## src/rtl/mask_stream_gen.sv

```systemverilog
`default_nettype none
// ============================================================================
// Module   : mask_stream_gen
// Purpose  : Raster timing and binary test-mask source (zero, checker, box,
//            LFSR noise) for the mask-domain filters. Registered outputs.
// Option   : define MASK_GEN_LFSR_RESEED_EN to reseed the LFSR every frame.
// Revision : 1.0
// ============================================================================
module mask_stream_gen #(
  parameter int          H_ACTIVE  = 64,
  parameter int          H_FP      = 4,
  parameter int          H_SYNC    = 8,
  parameter int          H_BP      = 7,
  parameter int          V_ACTIVE  = 64,
  parameter int          V_FP      = 2,
  parameter int          V_SYNC    = 2,
  parameter int          V_BP      = 4,
  parameter int          CELL_LOG2 = 3,
  parameter logic [15:0] LFSR_SEED = 16'hACE1
) (
  input  logic       clk,
  input  logic       rst,
  input  logic       en,
  input  logic [1:0] mode,
  input  logic [7:0] density,
  output logic       de_out,
  output logic       h_sync_out,
  output logic       v_sync_out,
  output logic       mask_out,
  output logic       frame_start,
  output logic       busy
);

  localparam int H_TOTAL = H_ACTIVE + H_FP + H_SYNC + H_BP;
  localparam int V_TOTAL = V_ACTIVE + V_FP + V_SYNC + V_BP;
  localparam int HW      = $clog2(H_TOTAL);
  localparam int VW      = $clog2(V_TOTAL);

  localparam logic [HW-1:0] c_h_last  = HW'(H_TOTAL - 1);
  localparam logic [VW-1:0] c_v_last  = VW'(V_TOTAL - 1);
  localparam logic [HW-1:0] c_h_act   = HW'(H_ACTIVE);
  localparam logic [VW-1:0] c_v_act   = VW'(V_ACTIVE);
  localparam logic [HW-1:0] c_hs_beg  = HW'(H_ACTIVE + H_FP);
  localparam logic [HW-1:0] c_hs_end  = HW'(H_ACTIVE + H_FP + H_SYNC);
  localparam logic [VW-1:0] c_vs_beg  = VW'(V_ACTIVE + V_FP);
  localparam logic [VW-1:0] c_vs_end  = VW'(V_ACTIVE + V_FP + V_SYNC);
  localparam logic [HW-1:0] c_bx_h_lo = HW'(H_ACTIVE / 4);
  localparam logic [HW-1:0] c_bx_h_hi = HW'(3 * H_ACTIVE / 4);
  localparam logic [VW-1:0] c_bx_v_lo = VW'(V_ACTIVE / 4);
  localparam logic [VW-1:0] c_bx_v_hi = VW'(3 * V_ACTIVE / 4);

  localparam logic [1:0] c_st_idle = 2'd0;
  localparam logic [1:0] c_st_run  = 2'd1;
  localparam logic [1:0] c_st_stop = 2'd2;

  logic [1:0]    state_q, state_d;
  logic [HW-1:0] h_q, h_d;
  logic [VW-1:0] v_q, v_d;
  logic [15:0]   lfsr_q, lfsr_d;
  logic [1:0]    mode_q, mode_d;
  logic          de_q, de_d, hs_q, hs_d, vs_q, vs_d;
  logic          mask_q, mask_d, fs_q, fs_d, busy_q, busy_d;

  logic w_running, w_h_wrap, w_frame_wrap, w_active, w_lfsr_fb;

  assign w_running    = (state_q != c_st_idle);
  assign w_h_wrap     = (h_q == c_h_last);
  assign w_frame_wrap = w_h_wrap && (v_q == c_v_last);
  assign w_active     = (h_q < c_h_act) && (v_q < c_v_act);
  assign w_lfsr_fb    = lfsr_q[0] ^ lfsr_q[2] ^ lfsr_q[3] ^ lfsr_q[5];

  always_ff @(posedge clk or posedge rst) begin
    if (rst) begin
      state_q <= c_st_idle;
      h_q     <= '0;
      v_q     <= '0;
      lfsr_q  <= LFSR_SEED;
      mode_q  <= 2'd0;
      de_q    <= 1'b0;
      hs_q    <= 1'b0;
      vs_q    <= 1'b0;
      mask_q  <= 1'b0;
      fs_q    <= 1'b0;
      busy_q  <= 1'b0;
    end else begin
      state_q <= state_d;
      h_q     <= h_d;
      v_q     <= v_d;
      lfsr_q  <= lfsr_d;
      mode_q  <= mode_d;
      de_q    <= de_d;
      hs_q    <= hs_d;
      vs_q    <= vs_d;
      mask_q  <= mask_d;
      fs_q    <= fs_d;
      busy_q  <= busy_d;
    end
  end

  // Next state, counters, mode latch and LFSR advance.
  always_comb begin
    state_d = state_q;
    h_d     = h_q;
    v_d     = v_q;
    lfsr_d  = lfsr_q;
    mode_d  = mode_q;
    case (state_q)
      c_st_idle: begin
        h_d = '0;
        v_d = '0;
        if (en) begin
          state_d = c_st_run;
          mode_d  = mode;
`ifdef MASK_GEN_LFSR_RESEED_EN
          lfsr_d  = LFSR_SEED;
`endif
        end
      end
      c_st_run, c_st_stop: begin
        if (w_h_wrap) begin
          h_d = '0;
          v_d = (v_q == c_v_last) ? '0 : v_q + VW'(1);
        end else begin
          h_d = h_q + HW'(1);
        end
        if (w_active) begin
          lfsr_d = {w_lfsr_fb, lfsr_q[15:1]};
        end
        // A frame is always completed; stopping only takes effect at the wrap.
        if (w_frame_wrap) begin
`ifdef MASK_GEN_LFSR_RESEED_EN
          lfsr_d = LFSR_SEED;
`endif
          if ((state_q == c_st_run) && en) begin
            mode_d = mode;
          end else begin
            state_d = c_st_idle;
          end
        end else if ((state_q == c_st_run) && !en) begin
          state_d = c_st_stop;
        end
      end
      default: state_d = c_st_idle;
    endcase
  end

  // Output decode for the current counter position, registered next edge.
  always_comb begin
    de_d   = 1'b0;
    hs_d   = 1'b0;
    vs_d   = 1'b0;
    mask_d = 1'b0;
    fs_d   = 1'b0;
    busy_d = (state_d != c_st_idle);
    if (w_running) begin
      de_d = w_active;
      hs_d = (h_q >= c_hs_beg) && (h_q < c_hs_end);
      vs_d = (v_q >= c_vs_beg) && (v_q < c_vs_end);
      fs_d = (h_q == '0) && (v_q == '0);
      if (w_active) begin
        case (mode_q)
          2'd1:    mask_d = h_q[CELL_LOG2] ^ v_q[CELL_LOG2];
          2'd2:    mask_d = (h_q >= c_bx_h_lo) && (h_q < c_bx_h_hi) &&
                            (v_q >= c_bx_v_lo) && (v_q < c_bx_v_hi);
          2'd3:    mask_d = (lfsr_q[7:0] < density);
          default: mask_d = 1'b0;
        endcase
      end
    end
  end

  assign de_out      = de_q;
  assign h_sync_out  = hs_q;
  assign v_sync_out  = vs_q;
  assign mask_out    = mask_q;
  assign frame_start = fs_q;
  assign busy        = busy_q;

endmodule
`default_nettype wire

```

## config.mk

```make
export PLATFORM = sky130hd
export DESIGN_NAME = mask_stream_gen
export DESIGN_NICKNAME = d
export VERILOG_FILES = /design/src/rtl/mask_stream_gen.sv
export SDC_FILE = /design/constraint.sdc
export NUM_CORES = 1
export LEC_CHECK = 0
export ABC_AREA = 0
export CAP_MARGIN = 20
export CORE_MARGIN = 3
export CORE_UTILIZATION = 57
export CTS_CLUSTER_SIZE = 28
export DETAILED_ROUTE_END_ITERATION = 16
export PLACE_DENSITY_LB_ADDON = 0.08
export SLEW_MARGIN = 0
export SYNTH_ARGS = -nofsm -noshare
export SYNTH_HDL_FRONTEND = slang
export SYNTH_SLANG_ARGS = --single-unit
export TNS_END_PERCENT = 30
```

## constraint.sdc

```tcl
create_clock -name clk -period 2.57 [get_ports clk]
set_input_delay 0.257 -clock clk [delete_from_list [all_inputs] [get_ports clk]]
set_output_delay 0.257 -clock clk [all_outputs]
set_load 0.02 [all_outputs]
```

==> reports/metrics.csv, run 1 <==
stage,metric,value,unit
logic_synthesis,synth-edff-count,0,
detailed_routing,finalWirelength,4418,um
setup_path,reg2reg_from,h_q[0],
logic_synthesis,synth.distinct_cells,49,
timing,setup_tns,0,ns
setup_path,crit_required,2.75,ns
logic_synthesis,async_reset_ff_share,100.0,%
die,fp.dieW,69.03,um
logic_synthesis,synthTopCellsByCount,"dfrtp_1 (32), inv_1 (20), ha_1 (15), mux2_2 (15)",
layout,fin_nets,267,
pwr,leakage,1.166,nW
die,ios,19,
timing,rsz0062_at_grt,false,
timing,skew,0.004716,ns
min_path,hold_class,in -> async,
clocking,insertion_delay,0.30,ns
pwr,p_per_area,1089,nW/um^2
detailed_routing,route.detailed.drc,0,
clocking,max-clock-path-buffers,2,
timing,setup_viol,0,
detailed_routing,drtAntennaViolNets,0,
place,io_buffers,18,
timing,tightest_slew,0.5504,ns
logic_synthesis,yosysWarningCount,0,
place,gp_congestion,0.9221,
clocking,post_cts_buffers,0,
die,core-area,3744,sq um
timing,max_slew_margin,63.00,%
die,die_area,4765,sq um
setup_path,cp-end-kind,register,
detailed_routing,num_vias,1698,
logic_synthesis,avgSynthCellArea,10.25,sq um
detailed_routing,drt-wirelength-per-cell,15.34,um
setup_path,r2r_cells,6,
logic_synthesis,seq_area_frac_synth,44.64,%
setup_path,reg2reg_slack,0.55,ns
flow_run,drv_cap,0,
detailed_routing,drtIter0Drc,71,
setup_path,rr_endpoint,busy,
setup_path,setup.worst_path.start_class,register,
timing,fin_crit_sh,78.65,%
layout,antenna_cells,0,
logic_synthesis,syn-cell-area,2265,sq um
clocking,clk_pin_slew,0.08,ns
logic_synthesis,yosys.area.top_type,dfrtp_1,
clocking,h-tree-depth,2,
clocking,cts_root_buf,clkbuf_8,
setup_path,crit_fanout,5,
logic_synthesis,synth_ff_type,dfrtp_1,
grt,antenna_found_initial,0,
grt,grt_start_max_net_pins,41,
timing,hold_violations,0,
grt,grt-ovfl-total,0,
place,placed_cells,280,
timing,slew_viol_final,0,
logic_synthesis,synthCells,221,
detailed_routing,first_pass_iters,4,
pwr,ir_drop,564.3,uV
detailed_routing,via_per_inst,5.896,
clocking,clock-sinks,40,
logic_synthesis,synth_most_common_cell,dfrtp_1,
clocking,cts-hold-fix-buffers,0,
die,rows,22,
timing,final.min_clock_period,2.021,ns
place,dp_hpwl,3336,um
run_status,status,finished clean,
clocking,cts_resized,0,
logic_synthesis,ys_ff_latch,40,
layout,stdcell_count,288,
timing,max_freq,0.4947,GHz
grt,grt_pass1_wl,7652,um
logic_synthesis,yosysTopAreaCellShare,35.36,%
grt,grtUsageTotal,19.70,%
logic_synthesis,synth.area.top_cells,"dfrtp_1 (35%), dfstp_2 (9.3%), ha_1 (8.3%)",
die,initial_utilization,60.49,%
setup_path,worstSetupPathType,reg -> reg,
logic_synthesis,syn-num-nets,249,
die,die-height,69.03,um
timing,fin_hold_ws,0.3836,ns
clocking,cts_tree,yes,
grt,first_global_vias,1684,
setup_path,critical_path_arrival,2.20,ns
layout,drive_gt1_share,17.08,%
layout,syn_to_final_growth,14.81,%
clocking,cts_buffers,5,
[flip-flops by register name (all words and copies together) (netlist names)]
register / cells
busy: 1
de_out: 1
frame_start: 1
h_q: 7
h_sync_out: 1
lfsr_q: 16
mask_out: 1
mode_q: 2
state_q: 2
v_q: 7
v_sync_out: 1
[cell type report]
type	instances	area, sq um
Fill cell	293	1144
Multi-Input combinational cell	151	1130
Sequential cell	40	1011
Timing Repair Buffer	21	202.7
Clock buffer	6	82.58
Inverter	20	75.07
Tap cell	48	60.06
Clock inverter	2	38.79
[worst max-delay path, stage by stage, from the launching register on]
cell      delay, ns
dfrtp_1        0.42
inv_1          0.11
ha_1           0.18
nand4b_1       0.19
nor4_2         0.57
a21oi_1        0.18
or2_1          0.27
[how the worst max path moves through the flow]
stage	start	slack (ns)	cells after the start	end
finish	h_q[0]	0.55	6	busy
global route	h_q[0]	0.37	6	busy
CTS	h_q[0]	0.57	6	busy
detailed placement	h_q[0]	0.61	6	busy
global placement	density[2]	0.73	7	mask_out
floorplan	state_q[0]	0.57	6	lfsr_q[1]
[cell usage in the layout (no fill, tap or decap), types with 3 or more instances in the layout]
master            n
nor2b_1           4
xnor2_1           6
a21oi_1           7
nand2b_1          3
buf_4             3
clkbuf_8          6
nor3_1            3
nand3_1          13
nand2_1          11
inv_1            20
xor2_1            6
a211o_1           4
dfstp_2           8
nor2_1           13
mux2_2           15
ha_1             15
a31oi_1           3
nor4_1            4
dfrtp_1          32
o21ai_0           9
clkdlybuf4s50_1  18
[cells by family after synthesis]
kind of cell | share of synthesized area (%)
adders and majority gates | 8.287
xor gates and xnor gates | 4.641
and+or+nand+nor | 17.46
DFF | 44.64
buffers and inverters | 5.469
AOI/OAI and AO/OA | 11.16
muxes | 8.342
[stage by stage]
stage	cell area, sq um	power [mW]	utilization, %	setup slack [ns]
after floorplan	2265	1.954	-	0.5749
after global placement	2479	2.222	66.21	0.7314
after detailed placement	2479	2.303	66.21	0.6086
after CTS	2600	2.853	69.45	0.5716
after global routing	2600	3.039	69.45	0.3677
final	2600	2.832	69.45	0.5486
[power breakdown]
part           internal [mW]  total (mW)  switching, mW  leakage (nW)
combinational          0.608        1.24          0.636         0.610
clock                  0.317       0.539          0.221        0.0614
sequential             0.889        1.05          0.161         0.495
total                   1.81        2.83           1.02          1.17
[per-layer routing]
metal	vias up	GRT usage (%)	part of all wire, %
met5	-	0	0
met4	0	5.640	1.2
met3	5	5.539	3.8
met2	39	31.99	49
met1	837	25.74	46
li1	817	-	-
(Power assumes the default switching activity.)
==> run 2, diff against run 1 <==
==> constraint.sdc (replaced) <==
create_clock -name clk -period 1.9 [get_ports clk]
set_input_delay 0.19 -clock clk [delete_from_list [all_inputs] [get_ports clk]]
set_output_delay 0.19 -clock clk [all_outputs]
set_load 0.02 [all_outputs]
==> reports/metrics.csv, run 2 (synthesis gave the netlist of run 1 again) <==
stage,metric,value,unit
clocking,max-clock-path-buffers,2,
place,io_buffers,18,
setup_path,crit_chain,inv_1 > ha_4 > inv_1 > nor3_4 > buf_12 > mux2_2,
layout,fin_nets,280,
pwr,ir_drop,751.8,uV
setup_path,crit_path_top_delay_cell,dfrtp_1,
grt,grt_start_max_net_pins,41,
layout,largest_reg_flops,16,
setup_path,r2r_cells,6,
timing,setup_viol,0,
timing,max_freq,0.5461,GHz
detailed_routing,first_pass_iters,4,
layout,syn_to_final_growth,18.84,%
grt,antenna_found_initial,0,
detailed_routing,route.detailed.drc,0,
timing,max_slew_margin,66.63,%
timing,final.min_clock_period,1.831,ns
layout,stdcell_count,300,
die,die-height,69.03,um
timing,slew_viol_final,0,
layout,fin_util,71.89,%
detailed_routing,drtIter0Drc,75,
layout,regMostFlops,lfsr_q,
setup_path,crit_top_cell,inv_1,
grt,grt_pass1_wl,8204,um
run_status,status,finished clean,
pwr,leakage,1.220,nW
clocking,cts_root_buf,clkbuf_8,
layout,layout_commonest_cell,dfrtp_1,
clocking,cts_tree,yes,
setup_path,worstSetupPathType,reg -> reg,
detailed_routing,finalWirelength,4710,um
setup_path,critical_path_arrival,2.00,ns
setup_path,crit_fanout,17,
die,die_area,4765,sq um
clocking,insertion_delay,0.29,ns
place,dp_hpwl,3500,um
flow_run,drv_cap,0,
pwr,p_per_area,1429,nW/um^2
setup_path,cp-end-kind,register,
die,core-area,3744,sq um
clocking,clk_pin_slew,0.07,ns
die,fp.dieW,69.03,um
grt,first_global_vias,1777,
die,rows,22,
timing,tightest_slew,0.5006,ns
die,initial_utilization,60.49,%
setup_path,cpPeakStageDelay,0.41,ns
layout,final_cell_mix,"dfrtp_1 (32), inv_1 (20), clkdlybuf4s50_1 (18), mux2_2 (15), buf_4 (15)",
die,ios,19,
grt,grt-ovfl-total,0,
clocking,h-tree-depth,2,
clocking,clock-sinks,40,
place,gp_congestion,0.8707,
clocking,cts_buffers,5,
setup_path,crit_required,2.07,ns
detailed_routing,via_per_inst,5.843,
layout,largestRegisters,"lfsr_q (16), h_q (7), v_q (7)",
setup_path,critPathTopFamily,flip-flops,
detailed_routing,drt-wirelength-per-cell,15.70,um
clocking,cts-hold-fix-buffers,0,
setup_path,setup.worst_path.start_class,register,
setup_path,cp.depth,6,
grt,grtUsageTotal,21.17,%
place,placed_cells,288,
timing,fin_crit_sh,96.38,%
layout,fillers,293,
detailed_routing,drtAntennaViolNets,0,
min_path,hold_class,in -> async,
timing,skew,0.008231,ns
layout,drive_gt1_share,21.43,%
setup_path,worst-path-buf-inv,3,
detailed_routing,num_vias,1753,
timing,hold_violations,0,
layout,antenna_cells,0,
[run 2: routing by layer]
metal | track usage (%) | routed length (um) | vias to the layer above
met3 | 5.539 | 189 | 7
met5 | 0 | 0 | -
met4 | 6.074 | 62 | 0
li1 | - | - | 840
met2 | 36.23 | 2360 | 39
met1 | 26.26 | 2096 | 867
[run 2: repair_timing]
item / CTS / global route
setup buffers: 0 / 5
endpoints found under the setup margin: 15 / 13
gates resized for setup: 2 / 2
pin swaps: 0 / 1
[run 2: worst paths after layout]
path,startpoint,to,slack (ns)
min,rst,h_q[5],0.33
max in group asynchronous,rst,lfsr_q[15],1.21
max reg2reg,state_q[0],lfsr_q[12],0.07
min reg2reg,lfsr_q[8],lfsr_q[7],0.49
max,state_q[0],lfsr_q[12],0.07
min in group clk,lfsr_q[8],lfsr_q[7],0.49
[run 2: power breakdown]
part | total [mW] | switching, mW | internal, mW
Combinational | 1.92 | 0.933 | 0.989
Sequential | 1.41 | 0.203 | 1.20
Clock | 0.518 | 0.265 | 0.253
Total | 3.84 | 1.40 | 2.44
[run 2: through the flow]
stage	worst slack, ns	setup TNS [ns]	total power [mW]	cell area [sq um]	hold slack [ns]
after detailed placement	-0.08212	-0.7979	3.240	2557	0.4900
after floorplan	0.004887	0	2.659	2271	0.4019
final	0.06886	0	3.845	2691	0.3250
after global placement	0.06883	0	3.090	2557	0.4860
after global routing	-0.03207	-0.1760	4.139	2691	0.3932
after CTS	0.03864	0	3.808	2646	0.3369
[run 2: area by class of cell]
class                   count  area (sq um)  share of cell area [%]
repair buffers             34         312.8                   11.62
multi-input cells         151          1156                   42.96
well taps                  48         60.06                   2.232
flip-flops and latches     40          1011                   37.56
clock buffers               7         76.32                   2.836
inverters                  20         75.07                   2.789
[run 2: worst reg2reg max path, cell delays in order (launching register included)]
cell	delay [ns]
dfrtp_1	0.41
inv_1	0.11
ha_4	0.34
inv_1	0.09
nor3_4	0.24
buf_12	0.18
mux2_2	0.35
==> run 3, diff against run 2 <==
--- a/config.mk
+++ b/config.mk
@@ -11,6 +11,7 @@
 export CORE_UTILIZATION = 57
 export CTS_CLUSTER_SIZE = 28
 export DETAILED_ROUTE_END_ITERATION = 16
+export MAX_ROUTING_LAYER = met4
 export PLACE_DENSITY_LB_ADDON = 0.08
 export SLEW_MARGIN = 0
 export SYNTH_ARGS = -nofsm -noshare
==> reports/metrics.csv, run 3 (synthesis gave the netlist of run 1 again) <==
stage,metric,value,unit
grt,antenna_found_initial,0,
detailed_routing,via_per_inst,5.660,
setup_path,crit_fanout,4,
grt,grt_start_max_net_pins,41,
detailed_routing,drtAntennaViolNets,0,
grt,grt_pass1_wl,7672,um
layout,drive_gt1_share,22.35,%
layout,largest_reg_flops,16,
layout,seq_area,1011,sq um
timing,final.min_clock_period,1.770,ns
layout,layout_commonest_cell,dfrtp_1,
pwr,ir_drop,807.1,uV
place,place_ws,0.08385,ns
die,fp.dieW,69.03,um
timing,hold_violations,0,
pwr,p_per_area,1411,nW/um^2
clocking,clock-sinks,40,
detailed_routing,route.detailed.drc,0,
setup_path,crit_chain,ha_1 > nand3_1 > or2_2 > a21o_2 > a311o_1,
layout,stdcell_count,303,
clocking,h-tree-depth,2,
layout,antenna_cells,0,
place,dp_hpwl,3190,um
timing,max_freq,0.5651,GHz
timing,slew_viol_final,0,
layout,final_cell_mix,"dfrtp_1 (32), inv_1 (19), clkdlybuf4s50_1 (18), buf_4 (17), mux2_2 (15)",
clocking,cts_tree,yes,
clocking,clk_pin_slew,0.08,ns
layout,syn_to_final_growth,19.94,%
die,die-height,69.03,um
timing,setup_viol,0,
detailed_routing,drtIter0Drc,57,
timing,finalWorstSetupSlack,0.1303,ns
setup_path,cp-end-kind,register,
die,die_area,4765,sq um
run_status,status,finished clean,
layout,fillers,280,
timing,setup_tns,0,ns
pwr,leakage,1.234,nW
die,ios,19,
grt,grtUsageTotal,20.29,%
setup_path,setup.worst_path.start_class,register,
grt,first_global_vias,1633,
layout,multi_input_area,1149,sq um
place,io_buffers,18,
setup_path,cpPeakStageDelay,0.40,ns
setup_path,worstSetupPathType,reg -> reg,
detailed_routing,drt-wirelength-per-cell,14.27,um
timing,skew,0.005088,ns
clocking,cts-hold-fix-buffers,0,
timing,fin_hold_ws,0.3175,ns
layout,regMostFlops,lfsr_q,
detailed_routing,first_pass_iters,4,
place,placed_cells,291,
min_path,hold_class,in -> async,
place,gp_congestion,0.9104,
die,initial_utilization,60.49,%
place,postPlaceCellArea,2580,sq um
layout,largestRegisters,"lfsr_q (16), h_q (7), v_q (7)",
flow_run,drv_cap,0,
clocking,cts_root_buf,clkbuf_8,
timing,rsz0062_at_grt,false,
clocking,cts_buffers,5,
timing,max_slew_margin,67.74,%
layout,final_area,2716,sq um
die,core-area,3744,sq um
setup_path,critical_path_arrival,1.95,ns
die,rows,22,
clocking,max-clock-path-buffers,2,
setup_path,crit_path_top_delay_cell,dfrtp_1,
detailed_routing,finalWirelength,4324,um
detailed_routing,num_vias,1715,
layout,fin_nets,282,
clocking,insertion_delay,0.29,ns
grt,grt-ovfl-total,0,
setup_path,crit_required,2.08,ns
timing,fin_crit_sh,93.14,%
timing,tightest_slew,0.4839,ns
-- run 3: critical path, delay by kind of cell (launching register included) --
kind	cells	cell delay, ns
fa+ha+maj	1	0.24
compound gates	2	0.55
flops	1	0.40
simple gates	2	0.47
-- run 3: layer usage --
metal | wire (um) | vias to the layer above | global-route usage (%)
li1 | - | 852 | -
met1 | 2065 | 812 | 27.57
met2 | 2008 | 45 | 29.66
met3 | 191 | 6 | 5.102
met4 | 59 | 0 | 6.941
met5 | 0 | - | -
-- run 3: final cells by class --
class | count | share of cell area, %
Multi-Input combinational cell | 151 | 42.28
Sequential cell | 40 | 37.22
Timing Repair Buffer | 36 | 12.07
Clock buffer | 7 | 3.178
Inverter | 20 | 2.764
Tap cell | 48 | 2.211
Clock inverter | 1 | 0.2764
-- run 3: per-stage QoR --
stage / power (mW) / utilization [%]
after floorplan: 2.659 / -
after global placement: 3.115 / 68.92
after detailed placement: 3.197 / 68.92
after CTS: 3.800 / 71.42
after global routing: 4.139 / 72.56
final: 3.833 / 72.56
-- run 3: worst paths after layout --
| kind | from | cells after the start | end | slack [ns] |
|---|---|---|---|---|
| max in group asynchronous | rst | 3 | lfsr_q[0] | 1.22 |
| worst min-delay path | rst | 3 | lfsr_q[14] | 0.32 |
| worst max-delay path | v_q[1] | 5 | v_q[6] | 0.13 |
| worst max register to register | v_q[1] | 5 | v_q[6] | 0.13 |
| worst min register to register | lfsr_q[15] | 2 | lfsr_q[15] | 0.50 |
| min in group clk | lfsr_q[15] | 2 | lfsr_q[15] | 0.50 |
-- run 3: what timing repair did --
item,4_1_cts,5_1_grt
gates resized for setup,0,2
buffers inserted,0,4
endpoints found under the setup margin,0,13
-- run 3: where the power goes --
group,internal [mW],switching [mW]
clock network,0.295,0.284
logic,0.974,0.876
registers,1.20,0.202
